--- src/rtl/apb_pkg.sv ---
// Shared constants for the APB master/arbiter slice.
// Holds the FSM state encoding and the default bus widths and timeout.
// No ports; imported by apb_master_arb.
package apb_pkg;

  // FSM state encoding (kept as plain constants for legacy tools)
  localparam logic [1:0] ST_IDLE   = 2'b00;
  localparam logic [1:0] ST_SETUP  = 2'b01;
  localparam logic [1:0] ST_ACCESS = 2'b10;

  localparam int DEF_DATA_WIDTH = 32;
  localparam int DEF_ADDR_WIDTH = 32;
  localparam int DEF_TIMEOUT    = 15;

endpackage

--- src/rtl/rr_arbiter.sv ---
// Round-robin arbiter: combinational grant from req & ~exclude, searching
// upward from the pointer with wrap; the pointer moves to winner+1 on update.
// Ports: req/exclude/update in; grant (one-hot), grant_idx, any_grant out.
module rr_arbiter #(
  parameter  int NUM_REQ = 2,
  localparam int IDX_W   = $clog2(NUM_REQ)
) (
  input  logic               pclk,
  input  logic               presetn,
  input  logic [NUM_REQ-1:0] req,
  input  logic [NUM_REQ-1:0] exclude,
  input  logic               update,
  output logic [NUM_REQ-1:0] grant,
  output logic [IDX_W-1:0]   grant_idx,
  output logic               any_grant
);

  logic [IDX_W-1:0]   ptr;
  logic [NUM_REQ-1:0] masked;
  logic [IDX_W:0]     sum;
  logic [IDX_W-1:0]   cand;

  assign masked = req & ~exclude;

  // Walk NUM_REQ slots starting at the pointer; the first hit wins.
  always_comb begin
    grant_idx = '0;
    any_grant = 1'b0;
    sum       = '0;
    cand      = '0;
    for (int k = 0; k < NUM_REQ; k++) begin
      sum = {1'b0, ptr} + (IDX_W+1)'(k);
      if (sum >= (IDX_W+1)'(NUM_REQ)) begin
        sum = sum - (IDX_W+1)'(NUM_REQ);
      end
      cand = sum[IDX_W-1:0];
      if (!any_grant && masked[cand]) begin
        any_grant = 1'b1;
        grant_idx = cand;
      end
    end
  end

  always_comb begin
    grant = '0;
    if (any_grant) begin
      grant[grant_idx] = 1'b1;
    end
  end

  always_ff @(posedge pclk or negedge presetn) begin
    if (!presetn) begin
      ptr <= '0;
    end else if (update && any_grant) begin
      ptr <= (grant_idx == IDX_W'(NUM_REQ - 1)) ? '0 : grant_idx + 1'b1;
    end
  end

endmodule

--- src/rtl/apb_master_arb.sv ---
// APB master sharing one bus among NUM_REQ requesters (round-robin), with
// wait-state support and a stall timeout. Latency: req -> psel 1 cycle,
// penable 2, rsp_valid 3 (zero-wait slave); back-to-back every 2 cycles.
// Ports: req_* in (packed per requester), rsp_* out (one-cycle pulse),
// p* APB master side; all outputs registered.
module apb_master_arb
  import apb_pkg::*;
#(
  parameter int DATA_WIDTH = DEF_DATA_WIDTH,
  parameter int ADDR_WIDTH = DEF_ADDR_WIDTH,
  parameter int NUM_REQ    = 2,
  parameter int TIMEOUT    = DEF_TIMEOUT
) (
  input  logic                          pclk,
  input  logic                          presetn,
  input  logic [NUM_REQ-1:0]            req_valid,
  input  logic [NUM_REQ-1:0]            req_write,
  input  logic [NUM_REQ*ADDR_WIDTH-1:0] req_addr,
  input  logic [NUM_REQ*DATA_WIDTH-1:0] req_wdata,
  output logic [NUM_REQ-1:0]            rsp_valid,
  output logic [DATA_WIDTH-1:0]         rsp_rdata,
  output logic                          rsp_err,
  output logic                          psel,
  output logic                          penable,
  output logic                          pwrite,
  output logic [ADDR_WIDTH-1:0]         paddr,
  output logic [DATA_WIDTH-1:0]         pwdata,
  input  logic                          pready,
  input  logic [DATA_WIDTH-1:0]         prdata,
  input  logic                          pslverr
);

  localparam int IDX_W = $clog2(NUM_REQ);
  localparam int CNT_W = $clog2(TIMEOUT + 1);

  logic [1:0]            state;
  logic [IDX_W-1:0]      cur_idx;
  logic [NUM_REQ-1:0]    cur_oh;
  logic [CNT_W-1:0]      wait_cnt;

  logic [NUM_REQ-1:0]    arb_grant;
  logic [IDX_W-1:0]      arb_idx;
  logic                  arb_any;
  logic [NUM_REQ-1:0]    arb_excl;
  logic                  arb_update;
  logic [ADDR_WIDTH-1:0] sel_addr;
  logic [DATA_WIDTH-1:0] sel_wdata;
  logic                  sel_write;

  always_comb begin
    cur_oh          = '0;
    cur_oh[cur_idx] = 1'b1;
  end

  // The requester completing now still holds req_valid until it sees its
  // response, so it must be masked out of the arbitration it completes in.
  assign arb_excl   = (state == ST_ACCESS) ? cur_oh : '0;
  assign arb_update = (state == ST_IDLE) || ((state == ST_ACCESS) && pready);

  assign sel_addr  = req_addr[arb_idx*ADDR_WIDTH +: ADDR_WIDTH];
  assign sel_wdata = req_wdata[arb_idx*DATA_WIDTH +: DATA_WIDTH];
  assign sel_write = |(req_write & arb_grant);

  rr_arbiter #(.NUM_REQ(NUM_REQ)) u_arb (
    .pclk      (pclk),
    .presetn   (presetn),
    .req       (req_valid),
    .exclude   (arb_excl),
    .update    (arb_update),
    .grant     (arb_grant),
    .grant_idx (arb_idx),
    .any_grant (arb_any)
  );

  always_ff @(posedge pclk or negedge presetn) begin
    if (!presetn) begin
      state     <= ST_IDLE;
      cur_idx   <= '0;
      wait_cnt  <= '0;
      rsp_valid <= '0;
      rsp_rdata <= '0;
      rsp_err   <= 1'b0;
      psel      <= 1'b0;
      penable   <= 1'b0;
      pwrite    <= 1'b0;
      paddr     <= '0;
      pwdata    <= '0;
    end else begin
      rsp_valid <= '0;
      rsp_rdata <= '0;
      rsp_err   <= 1'b0;
      case (state)
        ST_IDLE: begin
          if (arb_any) begin
            state    <= ST_SETUP;
            cur_idx  <= arb_idx;
            wait_cnt <= '0;
            psel     <= 1'b1;
            penable  <= 1'b0;
            pwrite   <= sel_write;
            paddr    <= sel_addr;
            pwdata   <= sel_wdata;
          end
        end
        ST_SETUP: begin
          state   <= ST_ACCESS;
          penable <= 1'b1;
        end
        ST_ACCESS: begin
          if (pready) begin
            rsp_valid <= cur_oh;
            rsp_rdata <= pwrite ? '0 : prdata;
            rsp_err   <= pslverr;
            if (arb_any) begin
              // Chain straight into the next SETUP without dropping psel.
              state    <= ST_SETUP;
              cur_idx  <= arb_idx;
              wait_cnt <= '0;
              penable  <= 1'b0;
              pwrite   <= sel_write;
              paddr    <= sel_addr;
              pwdata   <= sel_wdata;
            end else begin
              state   <= ST_IDLE;
              psel    <= 1'b0;
              penable <= 1'b0;
            end
          end else if (wait_cnt == CNT_W'(TIMEOUT - 1)) begin
            // This is the TIMEOUT-th wait cycle: abandon the transfer.
            state     <= ST_IDLE;
            psel      <= 1'b0;
            penable   <= 1'b0;
            rsp_valid <= cur_oh;
            rsp_err   <= 1'b1;
          end else begin
            wait_cnt <= wait_cnt + 1'b1;
          end
        end
        default: begin
          state   <= ST_IDLE;
          psel    <= 1'b0;
          penable <= 1'b0;
        end
      endcase
    end
  end

endmodule

--- config.mk ---
export PLATFORM = sky130hd
export DESIGN_NAME = apb_master_arb
export DESIGN_NICKNAME = d
export VERILOG_FILES = /design/src/rtl/apb_pkg.sv /design/src/rtl/rr_arbiter.sv /design/src/rtl/apb_master_arb.sv
export SDC_FILE = /design/constraint.sdc
export NUM_CORES = 1
export LEC_CHECK = 0
export CAP_MARGIN = 40
export CORE_MARGIN = 3
export CORE_UTILIZATION = 35
export DETAILED_ROUTE_END_ITERATION = 8
export PLACE_DENSITY = 0.78
export SYNTH_ARGS = -nofsm -noshare
export SYNTH_HDL_FRONTEND = slang
export SYNTH_HIERARCHICAL = 1
export SYNTH_SLANG_ARGS = --single-unit
--- constraint.sdc ---
create_clock -name pclk -period 2.05 [get_ports pclk]
set_clock_uncertainty 0.2 [all_clocks]
set_input_delay 0.205 -clock pclk [delete_from_list [all_inputs] [get_ports pclk]]
set_output_delay 0.205 -clock pclk [all_outputs]
set_load 0.02 [all_outputs]
Word level (Yosys, flattened, before mapping)
Index checks and enable logic that the tools add are counted.
- register bits after elaboration: 110
- input port bits: 168
- output and inout bits: 102
- word-level logic and storage cells: 108
- add/sub/neg operators: 5
- magnitude comparators: 8
- eq/ne operators: 8
- shift-type cells: 2
- muxes and demuxes: 55
- bitwise gates (word level): 4
- reduce and logical (&&, ||, !) cells: 14
- operators with widths (operator ; count):
    2-to-1 mux 32 bit ; 7
    case mux 32 bit (2 select lines) ; 2
    indexed part select 64 x 7 -> 32 bit ; 2
    2-to-1 mux 1 bit ; 27
    2-to-1 mux 2 bit ; 8
    2-to-1 mux 4 bit ; 3
    less-than comparator 1 x 2 -> 1 bit, second input constant ; 4
    case mux 4 bit (2 select lines) ; 1
    inequality test 3 bit, second input constant ; 2
    case mux 1 bit (3 select lines) ; 2
    case mux 2 bit (3 select lines) ; 1
    AND reduction 2 bit ; 3
    logical AND 1 bit ; 5
    adder 4 x 1 -> 4 bit, second input constant ; 1
    AND 2 bit ; 2
    equality test 4 bit, second input constant ; 1
    case mux 1 bit (2 select lines) ; 2
    AND reduction 4 bit ; 1
    inequality test 3 x 2 -> 1 bit, second input constant ; 1
    adder 1 x 1 -> 2 bit, second input constant ; 1
    demux 1 bit (select 1 bit) ; 2
    equality test 2 x 1 -> 1 bit, second input constant ; 1
    equality test 2 bit, second input constant ; 1
    >= comparator 1 bit, second input constant ; 2
    13 further kinds ; 14

Longest topological paths before layout
- word-level depth: 23
- gate-level depth with buffers: 9
- gate-level depth less buffers: 8

Hierarchy
The synthesis kept the hierarchy.
- modules (own cells, without submodules) (module ; instances ; cells each ; area an instance (sq um) ; sequential area each (sq um)):
    apb_master_arb ; 1 ; 411 ; 4619.4 ; 2702.6
    rr_arbiter ; 1 ; 11 ; 96.3 ; 25.0

Worst setup path after synthesis
No wires, ideal clock.
- path kind: flip-flop to flip-flop
- start: reg state[1]
- end: reg pwdata[10]
- library setup time: 133 ps
- arrival time: 1834 ps
- required time: 1717 ps
- slack: -118 ps
- cell stages (with the launch flop): 9
- buffers on the path: 2
- period minus slack after synthesis: 2168 ps
- cell sequence: dfrtp_1 -> nand2b_1 -> nor2_1 -> o21ai_0 -> nor2b_1 -> nand2_1 -> buf_2 -> clkbuf_1 -> o21ai_0
- elaborated cells between the ends (all ways): 22
- classes of those cells: eq/ne (2); shift (1); mux (12); bitwise (2); reduce/logical (5)
- RTL lines (item ; line ; text):
    start, declared ; apb_master_arb.sv:36 ; logic [1:0] state;
    start signal, assigned ; apb_master_arb.sv:77 ; state <= ST_IDLE;
    start signal, assigned ; apb_master_arb.sv:95 ; state <= ST_SETUP;
    start signal, assigned ; apb_master_arb.sv:106 ; state <= ST_ACCESS;
    equality test 2 bit (*) ; apb_master_arb.sv:57 ; assign arb_excl = (state == ST_ACCESS) ? cur_oh : '0;
    2-to-1 mux 2 bit (*) ; apb_master_arb.sv:57 ;
    named net arb_excl[1] ; apb_master_arb.sv:44 ; logic [NUM_REQ-1:0] arb_excl;
    inverter 2 bit (*) ; rr_arbiter.sv:23 ; assign masked = req & ~exclude;
    AND 2 bit (*) ; rr_arbiter.sv:23 ;
    2-to-1 mux 1 bit (not written as such) (2 in series) ; rr_arbiter.sv:37 ; if (!any_grant && masked[cand]) begin
    2-to-1 mux 1 bit ; rr_arbiter.sv:37 ;
    zero test 1 bit ; rr_arbiter.sv:37 ;
    logical AND 1 bit ; rr_arbiter.sv:37 ;
    2-to-1 mux 1 bit (*) ; rr_arbiter.sv:37 ;
    named net arb_any ; apb_master_arb.sv:43 ; logic arb_any;
    2-to-1 mux 32 bit (*) ; apb_master_arb.sv:94, apb_master_arb.sv:114 ;
    2-to-1 mux 32 bit ; apb_master_arb.sv:110 ; if (pready) begin
    case mux 32 bit (2 select lines) (*) ; apb_master_arb.sv:92 ; case (state)
    end signal, assigned ; apb_master_arb.sv:102 ; pwdata <= sel_wdata;
    end signal, assigned ; apb_master_arb.sv:122 ; pwdata <= sel_wdata;
    end, declared ; apb_master_arb.sv:27 ; output logic [DATA_WIDTH-1:0] pwdata,
Mark *: on every way through the listed nets, which the timed path passes. The rest lies on a longest branch. The select of a mux whose other input is x is not followed.
A chain may end at the register's enable or synchronous reset.

Final worst setup path
- start: reg state[0]
- end: reg wait_cnt[0]
- longest elaborated chain between the ends: 13
- elaborated cells between the ends (all ways): 19
- classes of those cells: eq/ne (2); mux (10); bitwise (2); reduce/logical (5)
- RTL lines (item ; line ; text):
    equality test 2 bit (*) ; apb_master_arb.sv:57 ;
    2-to-1 mux 2 bit (*) ; apb_master_arb.sv:57 ;
    named net arb_excl[0] ; apb_master_arb.sv:44 ;
    inverter 2 bit (*) ; rr_arbiter.sv:23 ;
    AND 2 bit (*) ; rr_arbiter.sv:23 ;
    2-to-1 mux 1 bit (not written as such) (2 in series) ; rr_arbiter.sv:37 ;
    2-to-1 mux 1 bit ; rr_arbiter.sv:37 ;
    zero test 1 bit ; rr_arbiter.sv:37 ;
    logical AND 1 bit ; rr_arbiter.sv:37 ;
    2-to-1 mux 1 bit (*) ; rr_arbiter.sv:37 ;
    named net arb_any ; apb_master_arb.sv:43 ;
    2-to-1 mux 4 bit (*) ; - ;
    2-to-1 mux 4 bit ; - ;
    case mux 4 bit (2 select lines) (*) ; apb_master_arb.sv:92 ;
    end signal, assigned ; apb_master_arb.sv:136 ; wait_cnt <= wait_cnt + 1'b1;
    end, declared ; apb_master_arb.sv:39 ; logic [CNT_W-1:0] wait_cnt;
Marks and branches as above.

==> tab_implementation.tex <==
\begin{tabular}{lr}
\hline
Metric & Value \\
\hline
\multicolumn{2}{l}{\textbf{Run status}} \\
Status & complete, no violations \\
\multicolumn{2}{l}{\textbf{Floorplan}} \\
Number of top-level pins & 270 \\
Placement row count & 41 \\
Total die area & 14900 sq um \\
Chip width & 122 um \\
Die extent in y & 122 um \\
Core Box Area & 12900 sq um \\
Initial core utilization & 36.6\% \\
\multicolumn{2}{l}{\textbf{Placement}} \\
Placer congestion estimate & 0.793 \\
Number of buffer cells added on primary ports & 269 \\
Sum of net half-perimeters after detailed placement & 11.2 mm \\
\multicolumn{2}{l}{\textbf{Clocking}} \\
TritonCTS buffer count & 9 \\
Root cell of the clock tree & clkbuf\_16 \\
Deepest clock path buffer count & 2 \\
CTS tree & done \\
Maximum level of the CTS H-tree & 3 \\
Clock tree sinks & 109 \\
Clock slew seen by the registers of the worst setup and hold paths & 70 ps \\
Clock Latency Late Sink & 340 ps \\
\multicolumn{2}{l}{\textbf{Final layout}} \\
Antenna diode count & 0 \\
Utilization after layout & 64.5\% \\
Synth-to-layout area growth & 76.2\% \\
Share of cells above drive strength 1 & 8.23\% \\
Fin nets & 873 \\
\multicolumn{2}{l}{\textbf{STA}} \\
Number of setup violations in the final report & 0 \\
Endpoints failing hold & 0 \\
Final worst-path cycle share & 96.9\% \\
Transition time of the tightest slew-check pin & 506 ps \\
Final critical-path required period & 1990 ps \\
Number of max-slew violations in the final report & 0 \\
Max Freq & 0.504 GHz \\
Final hold slack & 170 ps \\
Worst slew margin relative to its limit & 66.2\% \\
Setup TNS after final layout & 0 ps \\
\multicolumn{2}{l}{\textbf{Worst hold path}} \\
Hold crit path type & primary input to async pin \\
\multicolumn{2}{l}{\textbf{Synthesis}} \\
Top cells by instance count after synthesis & 133 x o21ai\_0, 109 x dfrtp\_1, 65 x mux2i\_1 \\
Net count after synthesis & 592 \\
Flip-flop cell with the highest count after synthesis & dfrtp\_1 \\
Share of the synthesized area in the top cell type & 57.8\% \\
Number of warnings issued by yosys & 6 \\
Async S/R FF share, synth & 100\% \\
Number of flops mapped to enable cells by yosys & 0 \\
Post-Syn Instances & 422 \\
Syn Area/Cell & 11.2 sq um \\
Synth area leaders & dfrtp\_1 58\%, o21ai\_0 14\%, mux2i\_1 14\%, and2\_1 4.2\%, clkbuf\_1 1.7\% \\
Number of flip-flops and latches in the synthesized netlist & 109 \\
Sequential cell area fraction in the yosys report & 57.8\% \\
Number of distinct library cell variants in the gate-level netlist after synthesis & 34 \\
Cell type contributing the most total cell area after synthesis & dfrtp\_1 \\
Post-synthesis instance area & 4720 sq um \\
Count leader, synth & o21ai\_0 \\
\multicolumn{2}{l}{\textbf{Detailed routing}} \\
DRC violation total after the first TritonRoute iteration & 319 \\
TritonRoute pass-1 iters & 4 \\
Number of antenna-violating nets in the routed design & 0 \\
Post-DR vias/cell & 5.08 \\
Vias & 4455 \\
Routed WL per cell & 19.2 um \\
Routed Wire Length & 16.9 mm \\
Total DRC errors in the routed layout & 0 \\
\multicolumn{2}{l}{\textbf{Power and ir drop}} \\
Power density over the cells & 1280 nW/um\^{}2 \\
Static leakage & 3.53 nW \\
Largest vdd supply drop & 0.492 mV \\
Post-route total power & 0.0107 W \\
\multicolumn{2}{l}{\textbf{Global route}} \\
Wire length of the first global-routing pass & 22.9 mm \\
Number of global-route vias before repair & 4482 \\
Initial antenna violation count & 0 \\
All-layer global routing usage & 19.7\% \\
Pin count of the biggest net entering global routing & 61 \\
Total grt overflow & 0 \\
\multicolumn{2}{l}{\textbf{Critical path}} \\
Nature of the critical path endpoint & flip-flop \\
Data arrival at the endpoint of the critical path & 2010 ps \\
Cell-by-cell listing of the critical path & nand2b\_4, nor2\_1, nand2b\_4, o21ai\_1, buf\_4, nand2b\_2, buf\_4, o221ai\_1, o21ai\_0 \\
Cell depth of the worst flop-to-flop path & 9 \\
Startpoint-to-endpoint class of the critical path & flip-flop to flip-flop \\
Reg2reg setup slack & 60 ps \\
Crit-path max FO & 9 \\
CP peak stage delay & 390 ps \\
Nature of the critical path startpoint & flip-flop \\
Slowest-stage cell, CP & dfrtp\_1 \\
Worst EP required & 2080 ps \\
\multicolumn{2}{l}{\textbf{Run}} \\
Max-capacitance violation count & 0 \\
\hline
\end{tabular}
## worst max-delay path: cells and delay by family, from the launching register on
kind	cells	cell delay (ps)
simple gates	4	600
compound gates	3	340
flops	1	390
buf+inv	2	340
## what timing repair did
item / 4_1_cts / 5_1_grt
gates cloned: 0 / 9
hold endpoints to repair: 32 / 0
hold buffers: 1 / 0
resized for setup: 1 / 11
buffers inserted: 0 / 4
endpoints found under the setup margin: 2 / 67
## cells in the final DEF (no fill, tap or decap), types with 2 or more instances in the layout
cell type and count:
buf_6 4, clkbuf_16 16, o221ai_1 2, ha_1 2, dfrtp_1 108, nand2b_1 3
o21ai_1 7, mux2i_1 65, nor2b_4 2, inv_1 6, o21ai_0 128, a22oi_1 2
and2_1 32, nand2b_4 2, nor2_1 3, buf_4 14, a21oi_1 2, buf_12 8
clkdlybuf4s50_1 268, clkbuf_8 2, nand3_1 2, nor3_1 3
## state kept, by name (all words and copies together) (netlist names), 2 cells and up
register / cells
paddr: 32
pwdata: 32
rsp_rdata: 32
wait_cnt: 4
rsp_valid: 2
state: 2
## cell families (layout without fill, tap and decap cells)
kind of cell             after synthesis  count (layout)  synth area share, %
flip-flops                           109             109                 57.8
AND/OR/NAND/NOR                       58              58                 7.69
multiplexers                          65              65                 13.8
buffers and inverters                 38             321                 3.32
adder cells (fa/ha/maj)                2               2                0.531
AO/OA/AOI/OAI                        150             150                 16.8
## report_power, final
part	internal [W]	leakage, nW	switching, W	total, W
Combinational	0.00269	1.99	0.00290	0.00559
Sequential	0.00293	1.40	0.000392	0.00332
Clock	0.000993	0.143	0.000745	0.00174
Total	0.00661	3.53	0.00404	0.0107
## final timing paths
| path | start | end |
|---|---|---|
| setup / recovery | state[0] | wait_cnt[0] |
| hold / removal | presetn | rsp_rdata[27] |
| setup reg to reg | state[0] | wait_cnt[0] |
| hold reg to reg | cur_idx | rsp_valid[0] |
| max in group asynchronous | presetn | pwdata[14] |
| min in group pclk | prdata[22] | rsp_rdata[22] |
## area by class of cell
class	count	area, sq um
sequential	109	2730
clock inverter	2	35.0
multi-input combinational	275	1880
fill	968	4570
inverter	6	22.5
clock buffer	11	253
timing repair buffer	302	3180
tap	172	215
## layer usage
metal | vias to the layer above | share of wire [%] | global-route usage, %
li1 | 2042 | - | -
met1 | 2145 | 35 | 21.2
met2 | 231 | 51 | 34.9
met3 | 37 | 11 | 7.66
met4 | 0 | 2.4 | 7.63
met5 | - | 0 | 0
## through the flow
step           setup slack [ps]  cells  instance area (sq um)
2_1_floorplan             -51.1    422                   4720
3_3_place_gp               19.3    850                   7750
3_5_place_dp              -79.7    850                   7750
4_1_cts                    11.5    864                   8060
5_1_grt                   -4.97    877                   8310
6_report                   63.9    877                   8310
(Power assumes the default switching activity.)
